### config.mk
export PLATFORM = sky130hd
export DESIGN_NAME = muldiv_unit
export DESIGN_NICKNAME = d
export VERILOG_FILES = /design/src/rtl/muldiv_unit.sv
export SDC_FILE = /design/constraint.sdc
export NUM_CORES = 1
export LEC_CHECK = 0
export CAP_MARGIN = 15
export CELL_PAD_IN_SITES_DETAIL_PLACEMENT = 1
export CELL_PAD_IN_SITES_GLOBAL_PLACEMENT = 2
export CORE_MARGIN = 5
export CORE_UTILIZATION = 35
export CTS_CLUSTER_DIAMETER = 150
export DETAILED_ROUTE_END_ITERATION = 8
export HOLD_SLACK_MARGIN = 0.05
export PLACE_DENSITY = 0.85
export SLEW_MARGIN = 0
export SYNTH_ARGS = -nofsm -noshare
export SYNTH_HDL_FRONTEND = slang
export SYNTH_SLANG_ARGS = --single-unit
### constraint.sdc
create_clock -name clock -period 12.46 [get_ports clock]
set_input_delay 1.246 -clock clock [delete_from_list [all_inputs] [get_ports clock]]
set_output_delay 1.246 -clock clock [all_outputs]
set_load 0.03 [all_outputs]
### src/rtl/muldiv_unit.sv
// Iterative multiply/divide unit owning the HI/LO pair (MULT, MULTU, DIV, DIVU, MTHI, MTLO).
// Optional MULDIV_FAST_MUL_EN: MULT/MULTU use a single-cycle combinational multiplier.
module muldiv_unit #(
    parameter int XLEN       = 32,
    parameter int ITER_CNT_W = 6
) (
    input  logic            clock,
    input  logic            reset,
    input  logic            start,
    input  logic [1:0]      op,
    input  logic [XLEN-1:0] rs_val,
    input  logic [XLEN-1:0] rt_val,
    input  logic            hi_we,
    input  logic            lo_we,
    input  logic [XLEN-1:0] wr_data,
    output logic            busy,
    output logic            done,
    output logic [XLEN-1:0] hi,
    output logic [XLEN-1:0] lo
);

    typedef enum logic [1:0] {
        S_IDLE,
        S_RUN,
        S_FINISH
    } state_t;

    state_t                state_q, state_d;
    logic [ITER_CNT_W-1:0] count_q, count_d;
    logic [XLEN-1:0]       acc_q, acc_d;
    logic [XLEN-1:0]       shr_q, shr_d;
    logic [XLEN-1:0]       opb_q, opb_d;
    logic [XLEN-1:0]       hi_q, hi_d;
    logic [XLEN-1:0]       lo_q, lo_d;
    logic                  is_div_q, is_div_d;
    logic                  neg_res_q, neg_res_d;
    logic                  neg_rem_q, neg_rem_d;
    logic                  div_zero_q, div_zero_d;
    logic                  done_q, done_d;
`ifdef MULDIV_FAST_MUL_EN
    logic                  fast_q, fast_d;
`endif

    logic [XLEN:0]         mul_sum, div_shift, div_trial;
    logic [XLEN-1:0]       acc_n, shr_n;
    logic [2*XLEN-1:0]     prod_mag, prod_fix;
    logic [XLEN-1:0]       quo_fix, rem_fix;
    logic                  signed_op, rs_neg, rt_neg;
    logic [XLEN-1:0]       mag_a, mag_b;

    // One core step on magnitudes: shift-add for multiply, restoring step for divide.
    // acc holds product-high / remainder, shr holds multiplier-then-product-low / dividend-then-quotient.
    always_comb begin
        acc_n     = acc_q;
        shr_n     = shr_q;
        mul_sum   = {1'b0, acc_q} + (shr_q[0] ? {1'b0, opb_q} : '0);
        div_shift = {acc_q, shr_q[XLEN-1]};
        div_trial = div_shift - {1'b0, opb_q};
        if (is_div_q) begin
            if (!div_trial[XLEN]) begin
                acc_n = div_trial[XLEN-1:0];
                shr_n = {shr_q[XLEN-2:0], 1'b1};
            end else begin
                acc_n = div_shift[XLEN-1:0];
                shr_n = {shr_q[XLEN-2:0], 1'b0};
            end
        end else begin
            acc_n = mul_sum[XLEN:1];
            shr_n = {mul_sum[0], shr_q[XLEN-1:1]};
        end

        prod_mag = {acc_n, shr_n};
`ifdef MULDIV_FAST_MUL_EN
        if (fast_q) begin
            prod_mag = {{XLEN{1'b0}}, opb_q} * {{XLEN{1'b0}}, shr_q};
        end
`endif
        prod_fix = neg_res_q ? -prod_mag : prod_mag;
        quo_fix  = div_zero_q ? '1 : (neg_res_q ? -shr_n : shr_n);
        rem_fix  = neg_rem_q ? -acc_n : acc_n;
    end

    always_comb begin
        signed_op = ~op[0];
        rs_neg    = signed_op & rs_val[XLEN-1];
        rt_neg    = signed_op & rt_val[XLEN-1];
        mag_a     = rs_neg ? -rs_val : rs_val;
        mag_b     = rt_neg ? -rt_val : rt_val;
    end

    // The last core step happens in FINISH, so busy spans 31 RUN cycles plus FINISH.
    always_comb begin
        state_d    = state_q;
        count_d    = count_q;
        acc_d      = acc_q;
        shr_d      = shr_q;
        opb_d      = opb_q;
        hi_d       = hi_q;
        lo_d       = lo_q;
        is_div_d   = is_div_q;
        neg_res_d  = neg_res_q;
        neg_rem_d  = neg_rem_q;
        div_zero_d = div_zero_q;
        done_d     = 1'b0;
`ifdef MULDIV_FAST_MUL_EN
        fast_d     = fast_q;
`endif
        case (state_q)
            S_IDLE: begin
                if (hi_we) hi_d = wr_data;
                if (lo_we) lo_d = wr_data;
                if (start) begin
                    is_div_d   = op[1];
                    neg_res_d  = rs_neg ^ rt_neg;
                    neg_rem_d  = rs_neg;
                    div_zero_d = (rt_val == '0);
                    acc_d      = '0;
                    count_d    = '0;
                    opb_d      = op[1] ? mag_b : mag_a;
                    shr_d      = op[1] ? mag_a : mag_b;
                    state_d    = S_RUN;
`ifdef MULDIV_FAST_MUL_EN
                    fast_d     = ~op[1];
                    if (!op[1]) state_d = S_FINISH;
`endif
                end
            end
            S_RUN: begin
                acc_d   = acc_n;
                shr_d   = shr_n;
                count_d = count_q + ITER_CNT_W'(1);
                if (count_d == ITER_CNT_W'(XLEN - 1)) state_d = S_FINISH;
            end
            S_FINISH: begin
                hi_d    = is_div_q ? rem_fix : prod_fix[2*XLEN-1:XLEN];
                lo_d    = is_div_q ? quo_fix : prod_fix[XLEN-1:0];
                done_d  = 1'b1;
                count_d = '0;
                state_d = S_IDLE;
            end
            default: state_d = S_IDLE;
        endcase
    end

    always_ff @(posedge clock) begin
        if (reset) begin
            state_q    <= S_IDLE;
            count_q    <= '0;
            acc_q      <= '0;
            shr_q      <= '0;
            opb_q      <= '0;
            hi_q       <= '0;
            lo_q       <= '0;
            is_div_q   <= 1'b0;
            neg_res_q  <= 1'b0;
            neg_rem_q  <= 1'b0;
            div_zero_q <= 1'b0;
            done_q     <= 1'b0;
`ifdef MULDIV_FAST_MUL_EN
            fast_q     <= 1'b0;
`endif
        end else begin
            state_q    <= state_d;
            count_q    <= count_d;
            acc_q      <= acc_d;
            shr_q      <= shr_d;
            opb_q      <= opb_d;
            hi_q       <= hi_d;
            lo_q       <= lo_d;
            is_div_q   <= is_div_d;
            neg_res_q  <= neg_res_d;
            neg_rem_q  <= neg_rem_d;
            div_zero_q <= div_zero_d;
            done_q     <= done_d;
`ifdef MULDIV_FAST_MUL_EN
            fast_q     <= fast_d;
`endif
        end
    end

    assign busy = (state_q != S_IDLE);
    assign done = done_q;
    assign hi   = hi_q;
    assign lo   = lo_q;

endmodule

# ---- Word level (Yosys, flattened, before mapping)
# Index checks and enable logic that the tools add are counted.
dict set report op_classes {
  add_sub_neg 8
  n_eq_ne 7
  n_mux 29
  n_bitwise 4
  n_reduce_logical 12
}
# cell n
set op_table {}
lappend op_table {{$mux W32} 17}
lappend op_table {{$pmux W32 S2} 4}
lappend op_table {{$neg A32 Y32} 4}
lappend op_table {{$mux W64} 1}
lappend op_table {{$neg A64 Y64} 1}
lappend op_table {{$add A32 B32 Y33} 1}
lappend op_table {{$sub A33 B32 Y33} 1}
lappend op_table {{$logic_not A32 Y1} 1}
lappend op_table {{$pmux W6 S3} 1}
lappend op_table {{$reduce_and A2 Y1} 6}
lappend op_table {{$ne A2 B2 Y1 const B} 4}
lappend op_table {{$add A6 B1 Y6 const B} 1}
lappend op_table {{$eq A6 B5 Y1 const B} 1}
lappend op_table {{$mux W6} 1}
lappend op_table {{$reduce_bool A2 Y1} 3}
lappend op_table {{$mux W2} 2}
lappend op_table {{$pmux W2 S2} 1}
lappend op_table {{$reduce_bool A3 Y1} 1}
lappend op_table {{$and A1 B1 Y1} 2}
lappend op_table {{$eq A2 B1 Y1 const B} 1}
lappend op_table {{$eq A2 B2 Y1 const B} 1}
lappend op_table {{$logic_not A2 Y1} 1}
lappend op_table {{$mux W1} 2}
lappend op_table {{$not A1 Y1} 1}
lappend op_table {{$xor A1 B1 Y1} 1}
dict set report totals {
  regBits 173
  inputBits 103
  out_inout_bits 66
}

# ---- Depth between registers and ports, before layout
# Gate-level depths: netlist of the first run.
dict set report logic_depth {
  ltp_word 8
  depth_mapped 26
}

# ---- Least setup slack after synthesis of the first run
# Ideal clock, no wire load.
dict set report synth_path {
  path_type {reg2reg}
  startpoint {register shr_q[31]}
  endpoint {register hi_q[14], in the netlist hi[14]}
  setup_time_ns 0.117
  t_arrival_ns 5.074
  t_required_ns 12.343
  path_slack_ns 7.268
  stages_incl_launch_ff 26
  cell_sequence {dfxtp_1 -> inv_1 -> ha_1 -> inv_1 -> fa_1 -> a211oi_1 -> o211a_1 -> or4_4 -> a21boi_4 -> buf_4 -> o31ai_2 -> nor2_1 -> a21o_1 -> inv_1 -> ha_1 -> o21ai_0 -> nand2b_1 -> or3_1 -> or2_2 -> or2_2 -> nor2_1 -> a31oi_1 -> a31oi_1 -> nand2_1 -> or3_1 -> a32o_1}
}
dict set report synth_between {
  elab_chain_len 7
  word_cells_on_any_way 11
}
# element line
set synth_rtl {}
lappend synth_rtl {{start, declared} 31} ;# logic [XLEN-1:0] shr_q, shr_d;
lappend synth_rtl {{start signal, assigned} 166} ;# shr_q <= shr_d;
lappend synth_rtl {{$sub A33 B32 Y33} 58} ;# div_trial = div_shift - {1'b0, opb_q};
lappend synth_rtl {{$mux W1 or $mux W32 (tied branches)} 60} ;# if (!div_trial[XLEN]) begin
lappend synth_rtl {{$mux W32} 59} ;# if (is_div_q) begin
lappend synth_rtl {{$neg A64 Y64 or $neg A32 Y32 (tied branches)} {78, 80}}
lappend synth_rtl {{$mux W64 or $mux W32 (tied branches)} {78, 80}}
lappend synth_rtl {{$mux W32 (*)} 135} ;# hi_d = is_div_q ? rem_fix : prod_fix[2*XLEN-1:XLEN];
lappend synth_rtl {{$pmux W32 S2 (*)} 108} ;# case (state_q)
lappend synth_rtl {{end signal, assigned} 168} ;# hi_q <= hi_d;
lappend synth_rtl {{end, declared} 33} ;# logic [XLEN-1:0] hi_q, hi_d;
# Every way passes the cells marked *; elsewhere a longest branch is shown, timed or not.
# A chain may end at the register's enable or synchronous reset.

# ---- Worst setup path after layout of the first run
dict set report layout_path {
  startpoint {register shr_q[31]}
  endpoint {register hi_q[20], in the netlist hi[20]}
}
# The elaborated chain is that of the path after synthesis.

==> summary.md, run 1 <==
| Metric | Value |
|---|---|
| Outcome | complete, no violations |
| Residual DRC | 0 |
| CTS resizes | 0 |
| Slew HR | 25.0% |
| PortBufs | 168 |
| Setup_tns | 0 ps |
| Pin count of the biggest net entering global routing | 79 |
| Average size of a mapped cell | 7.06 um^2 |
| Multi-input logic area | 0.0113 mm^2 |
| Synthesized cell area | 0.0155 mm^2 |
| RSZ-0062 raised after global routing | false |
| WP data required | 12,820 ps |
| Clk root buf | clkbuf_16 |
| # hold bufs at CTS | 0 |
| Final nets | 2,455 |
| Core Region | 0.0440 mm^2 |
| Critical R2R Capture | hi[20] |
| Die width | 221 um |
| Final Instance Count excl. Fillers | 2,886 |
| CP endpoint | hi[20] |
| Leak | 6.63 nW |
| Max Cap Viol | 0 |
| Die height | 221 um |
| Io pins | 169 |
| DR iter-0 viols | 1,543 |
| Final GP Congestion | 0.957 |
| Final Hold Vio Count | 0 |
| Placement Rows | 77 |
| Most frequent cells in the layout | 291 x nand2_1, 221 x a21oi_1, 207 x nor2_1 |
| Initial antenna violation count | 0 |
| CP arrival | 6900 ps |
| R2r startpoint | shr_q[31] |
| Inserted Clock Buffers | 17 |
| # H-tree levels | 4 |
| First-pass GRT wire length | 106,000 um |
| Storage element area | 0.00347 mm^2 |
| Critical path class | reg -> reg |
| Synth cell types | 88 |
| Crit-path max FO | 11 |
| Drt via density | 6.10 |
| Via count | 17,600 |
| DRT Wirelength | 71,100 um |
| Pre-CTS setup slack | 6160 ps |
| Cells after DPL | 2,852 |
| Clk_skew | 19.3 ps |
| Top_reg_cell synth | dfxtp_1 |
| Die area | 0.0487 mm^2 |
| EDFF count, synth | 0 |
| Power Density | 104 mW/mm^2 |
| Commonest non-fill, non-tap cell in the layout | nand2_1 |
| R2R setup slack | 5930 ps |
| CTS tree | yes |
| Beginning of the worst hold path | opb_q[11] |
| Worst min-delay path class | reg -> reg |
| Post-DP HPWL | 56,200 um |
| Number of global-route vias before repair | 17,300 |
| Layout filler cell count | 5,585 |
| Postcts setup bufs | 0 |
| Slew Viols, Final | 0 |
| Clock transition at the registers of the reported paths | 70 ps |
| Worst hold margin | 452 ps |
| Fin area | 0.0182 mm^2 |
| Synth Register Bits | 173 |
| CTS sink count | 173 |
| Fin util | 41.4% |
| Starting Density | 35.3% |
| Worst-Skew Late Latency | 470 ps |
| Cell count after synthesis | 2,199 |
| Gr ovfl total | 0 |
| Post-synth ARST share | 0% |
| CP endpoint kind | register |
| GRT Total Usage | 28.3% |
| Startpoint types | register |
| Final setup viols | 0 |
| Post-layout minimum cycle time | 6530 ps |
| Final worst slack | 5930 ps |
| Peak supply drop | 0.0840 mV |
| Area after DPL | 0.0177 mm^2 |
| Cell depth of the worst flop-to-flop path | 27 |
| DR WL/cell | 24.6 um |
| Crit path from | shr_q[31] |
| Share of layout cells above drive strength 1 | 5.19% |
| Area grow syn2layout | 17.4% |
| Antenna Nets Post-Route | 0 |
| Tightest Pin Transition | 1120 ps |
| Post-synthesis sequential area ratio | 22.3% |
| Maximum clock frequency | 0.153 GHz |
| Post-Syn Nets | 2,374 |
| Period utilization | 52.4% |
| Total power | 1.89 mW |
| Synth warn | 0 |
| TritonRoute pass-1 iters | 5 |
| Clock buffer depth | 2 |
critical path: stages (launching register included):
cell      delay, ps
dfxtp_1         470
inv_1           100
ha_1            210
inv_1            70
fa_1            230
a211oi_1        110
o211a_1         310
nor4_1          490
o21ai_1         130
buf_4           200
a21oi_2         150
nor2_1           60
buf_4           190
a21o_1          200
inv_1            90
ha_1            160
o21ai_0         120
nand2b_1        200
or3_1           410
or2_2           360
or2_2           330
nor2_1          320
nor2_1          140
nor4_1          440
nand3_1         210
o21ai_0         290
xnor2_1         120
a221oi_1        340
state kept, by name, indices dropped and copies added (netlist names), 2 cells and up:
signal   count
lo          32
shr_q       32
hi          32
acc_q       32
opb_q       32
state_q      2
count_q      6
Yosys cell counts (45+ instances only):
cell type	n	share of area (%)
clkbuf_1	102	2.5
o21ai_0	169	5.4
nor2_1	211	5.1
a211oi_1	47	2.3
nor3_1	58	1.9
dfxtp_1	173	22
xnor2_1	78	4.4
a21oi_1	221	7.1
ha_1	70	5.6
inv_1	72	1.7
nand2_1	291	7.0
xor2_1	83	4.7
o211ai_1	45	2.2
per-layer routing:
metal,routed length (um),vias up,track usage (%)
met4,2700,0,10.4
met3,4700,105,4.00
li1,-,8185,-
met5,0,-,0
met1,32300,8655,40.1
met2,31400,662,43.8
worst min-delay path by stage:
| stage | endpoint | slack, ps | depth (start not counted) |
|---|---|---|---|
| after floorplan | opb_q[20] | 430 | 2 |
| after global placement | opb_q[15] | 440 | 2 |
| after detailed placement | lo[15] | 440 | 2 |
| after CTS | lo[15] | 450 | 2 |
| after global routing | lo[26] | 470 | 2 |
| final | opb_q[11] | 450 | 2 |
final cells by class:
cell class / instances / share of cell area, %
multi-input combinational: 1815 / 61.9
antenna: 1 / 0.0137
timing repair buffer: 200 / 10.5
tap: 592 / 4.06
sequential: 173 / 19.0
clock inverter: 13 / 0.577
clock buffer: 19 / 2.43
inverter: 73 / 1.50
cell families (layout without fill, tap and decap cells):
logic type	after synthesis	after routing	synth area share, %
XOR/XNOR	161	161	9.08
buffers and inverters	211	305	5.24
multiplexers	36	36	2.40
flip-flops	173	173	22.3
adder cells (fa/ha/maj)	72	72	5.90
other	0	1	0
AO/OA/AOI/OAI	769	769	32.0
AND/OR/NAND/NOR	777	777	23.0
report_power, final:
part	switching (mW)	internal [mW]
Clock	0.264	0.265
Combinational	0.486	0.250
Sequential	0.0360	0.590
(Power assumes the default switching activity.)
==> inputs of run 2 (changes only) <==
--- a/config.mk
+++ b/config.mk
@@ -9,11 +9,11 @@
 export CELL_PAD_IN_SITES_DETAIL_PLACEMENT = 1
 export CELL_PAD_IN_SITES_GLOBAL_PLACEMENT = 2
 export CORE_MARGIN = 5
-export CORE_UTILIZATION = 35
+export CORE_UTILIZATION = 33
 export CTS_CLUSTER_DIAMETER = 150
 export DETAILED_ROUTE_END_ITERATION = 8
 export HOLD_SLACK_MARGIN = 0.05
-export PLACE_DENSITY = 0.85
+export PLACE_DENSITY = 0.81
 export SLEW_MARGIN = 0
 export SYNTH_ARGS = -nofsm -noshare
 export SYNTH_HDL_FRONTEND = slang
==> constraint.sdc (replaced) <==
create_clock -name clock -period 6.5 [get_ports clock]
set_input_delay 0.65 -clock clock [delete_from_list [all_inputs] [get_ports clock]]
set_output_delay 0.65 -clock clock [all_outputs]
set_load 0.03 [all_outputs]
==> run 2 against run 1 <==
Compared with the run above:
- global-route usage decreased by 0.91 points
- critical endpoint is now hi[28]
- clock skew decreased by 2.5 ps
- sequential cell count unchanged
- critical path depth decreased by 2
- highest routed layer unchanged
- sequential power is 92% higher
- routed wire length up 2.0%
- power increased by 98%
- sequential share of layout area down 0.18 points
==> summary.md, run 2 (synthesized netlist as in run 1, its figures left out) <==
| Metric | Value |
|---|---|
| Critical path class | reg -> reg |
| Antenna Nets Post-Route | 0 (unchanged) |
| Most frequent cells in the layout | 291 x nand2_1, 221 x a21oi_1, 206 x nor2_1 |
| TritonRoute pass-1 iters | 5 (unchanged) |
| Crit-path max FO | 6 (-5) |
| Placement Rows | 79 (+2.6%) |
| Post-DP HPWL | 57,400 um (+2.1%) |
| CP endpoint kind | register |
| Clock transition at the registers of the reported paths | 70 ps (about the same) |
| DR WL/cell | 24.9 um (+1.0%) |
| Layout filler cell count | 5,818 (+4.2%) |
| Die width | 227 um (+2.9%) |
| Period utilization | 91.1% (+39 points) |
| Die area | 0.0515 mm^2 (+5.8%) |
| Worst hold margin | 454 ps (+2.03 ps) |
| First-pass GRT wire length | 108,000 um (+1.8%) |
| Maximum clock frequency | 0.169 GHz (+10%) |
| Io pins | 169 (unchanged) |
| Max Cap Viol | 0 (unchanged) |
| PortBufs | 168 (unchanged) |
| Final setup viols | 0 (unchanged) |
| RSZ-0062 raised after global routing | false |
| Clk_skew | 16.8 ps (-2.49 ps) |
| Inserted Clock Buffers | 17 (unchanged) |
| WP data required | 6900 ps (-5920 ps) |
| Pin count of the biggest net entering global routing | 79 (unchanged) |
| Post-layout minimum cycle time | 5920 ps (-612 ps) |
| Via count | 17,500 (-0.57%) |
| Leak | 6.73 nW (+1.5%) |
| Number of global-route vias before repair | 17,400 (+0.49%) |
| Worst-Skew Late Latency | 490 ps (+20 ps) |
| Peak supply drop | 0.149 mV (+78%) |
| CTS tree | yes |
| # H-tree levels | 4 (unchanged) |
| Clk root buf | clkbuf_16 |
| Final GP Congestion | 0.952 (-0.56%) |
| Drt via density | 6.01 (-1.5%) |
| Share of layout cells above drive strength 1 | 5.85% (+0.66 points) |
| Cell depth of the worst flop-to-flop path | 25 (-7.4%) |
| DR iter-0 viols | 1,416 (-8.2%) |
| GRT Total Usage | 27.4% (-0.91 points) |
| Area grow syn2layout | 18.5% |
| Gr ovfl total | 0 (unchanged) |
| Power Density | 204 mW/mm^2 (+97%) |
| Startpoint types | register |
| Outcome | complete, no violations |
| Final Hold Vio Count | 0 (unchanged) |
| CTS sink count | 173 (unchanged) |
| DRT Wirelength | 72,500 um (+2.0%) |
| Commonest non-fill, non-tap cell in the layout | nand2_1 |
| Postcts setup bufs | 0 (unchanged) |
| Starting Density | 33.4% (-1.9 points) |
| Final nets | 2,469 (+0.57%) |
| Residual DRC | 0 (unchanged) |
| Slew Viols, Final | 0 (unchanged) |
| # diodes | 0 (-1) |
| Initial antenna violation count | 0 (unchanged) |
| Clock buffer depth | 2 (unchanged) |
| Worst min-delay path class | reg -> reg |
| CP arrival | 6320 ps (-580 ps) |
| Hold Crit Depth | 2 (unchanged) |
| Setup_tns | 0 ps (unchanged) |
| Slew HR | 29.5% (+4.5 points) |
| Tightest Pin Transition | 1060 ps (-61.9 ps) |
| Core Region | 0.0466 mm^2 (+5.7%) |
| Die height | 227 um (+2.9%) |
-- run 2: cell count changes in the layout (fill, tap and decap cells not counted), sizes merged --
cell,delta
buf,+14
diode,-1
clkinv,+1
clkinvlp,-3
bufinv,+2
-- run 2: power by group --
group          total, mW  internal (mW)  switching, mW
clock network       1.12          0.587          0.530
logic               1.43          0.489          0.946
registers           1.20           1.13         0.0705
-- run 2: metal layers --
layer | routed length, um | track usage [%]
met3 | 3900 | 3.47
met5 | 0 | 0
met1 | 33200 | 38.3
met4 | 2930 | 10.6
met2 | 32500 | 43.1
-- run 2: metrics by stage --
| stage | power (mW) | utilization [%] | setup slack [ps] | cells | instance area (um^2) |
|---|---|---|---|---|---|
| after global routing | 3.90 | 39.5 | 127 | 2914 | 18400 |
| after floorplan | 2.06 | - | 1310 | 2199 | 15500 |
| final | 3.75 | 39.5 | 578 | 2914 | 18400 |
| after detailed placement | 2.63 | 38.2 | 388 | 2882 | 17800 |
| after global placement | 2.61 | 38.2 | 563 | 2882 | 17800 |
| after CTS | 3.75 | 39.5 | 368 | 2914 | 18400 |
-- run 2: critical path: stages, from the launching register on --
cell      delay (ps)
dfxtp_1          380
inv_1            110
ha_1             160
inv_1             50
fa_1             430
a211oi_1         330
o211a_1          330
or4_4            210
a21boi_4          70
o31ai_2          310
nor2_1           160
a21o_1           210
inv_1             80
ha_1             170
o21ai_0          110
nand2b_1         180
or3_1            390
or2_2            360
or2_2            330
nor2_2           200
nor2_1           130
nor4_2           310
nand3_1          180
o31ai_1          300
xor2_1           110
a211oi_1         230
-- run 2: area by class of cell --
class	count	area [um^2]	area share, %
Multi-Input combinational cell	1815	11300	61.3
Sequential cell	173	3470	18.8
Tap cell	607	759	4.13
Clock inverter	13	154	0.836
Inverter	73	274	1.49
Clock buffer	19	443	2.41
Timing Repair Buffer	214	2020	11.0
-- run 2: path summary, 6_finish.rpt --
path              from  endpoint  slack (ps)
max          shr_q[31]    hi[28]         580
min reg2reg   opb_q[7]  opb_q[7]         450
max reg2reg  shr_q[31]    hi[28]         580
min           opb_q[7]  opb_q[7]         450
-- run 2: repair_timing --
item	CTS	global route
gates resized for setup	0	2
hold buffers	0	0
setup endpoints to repair	0	3
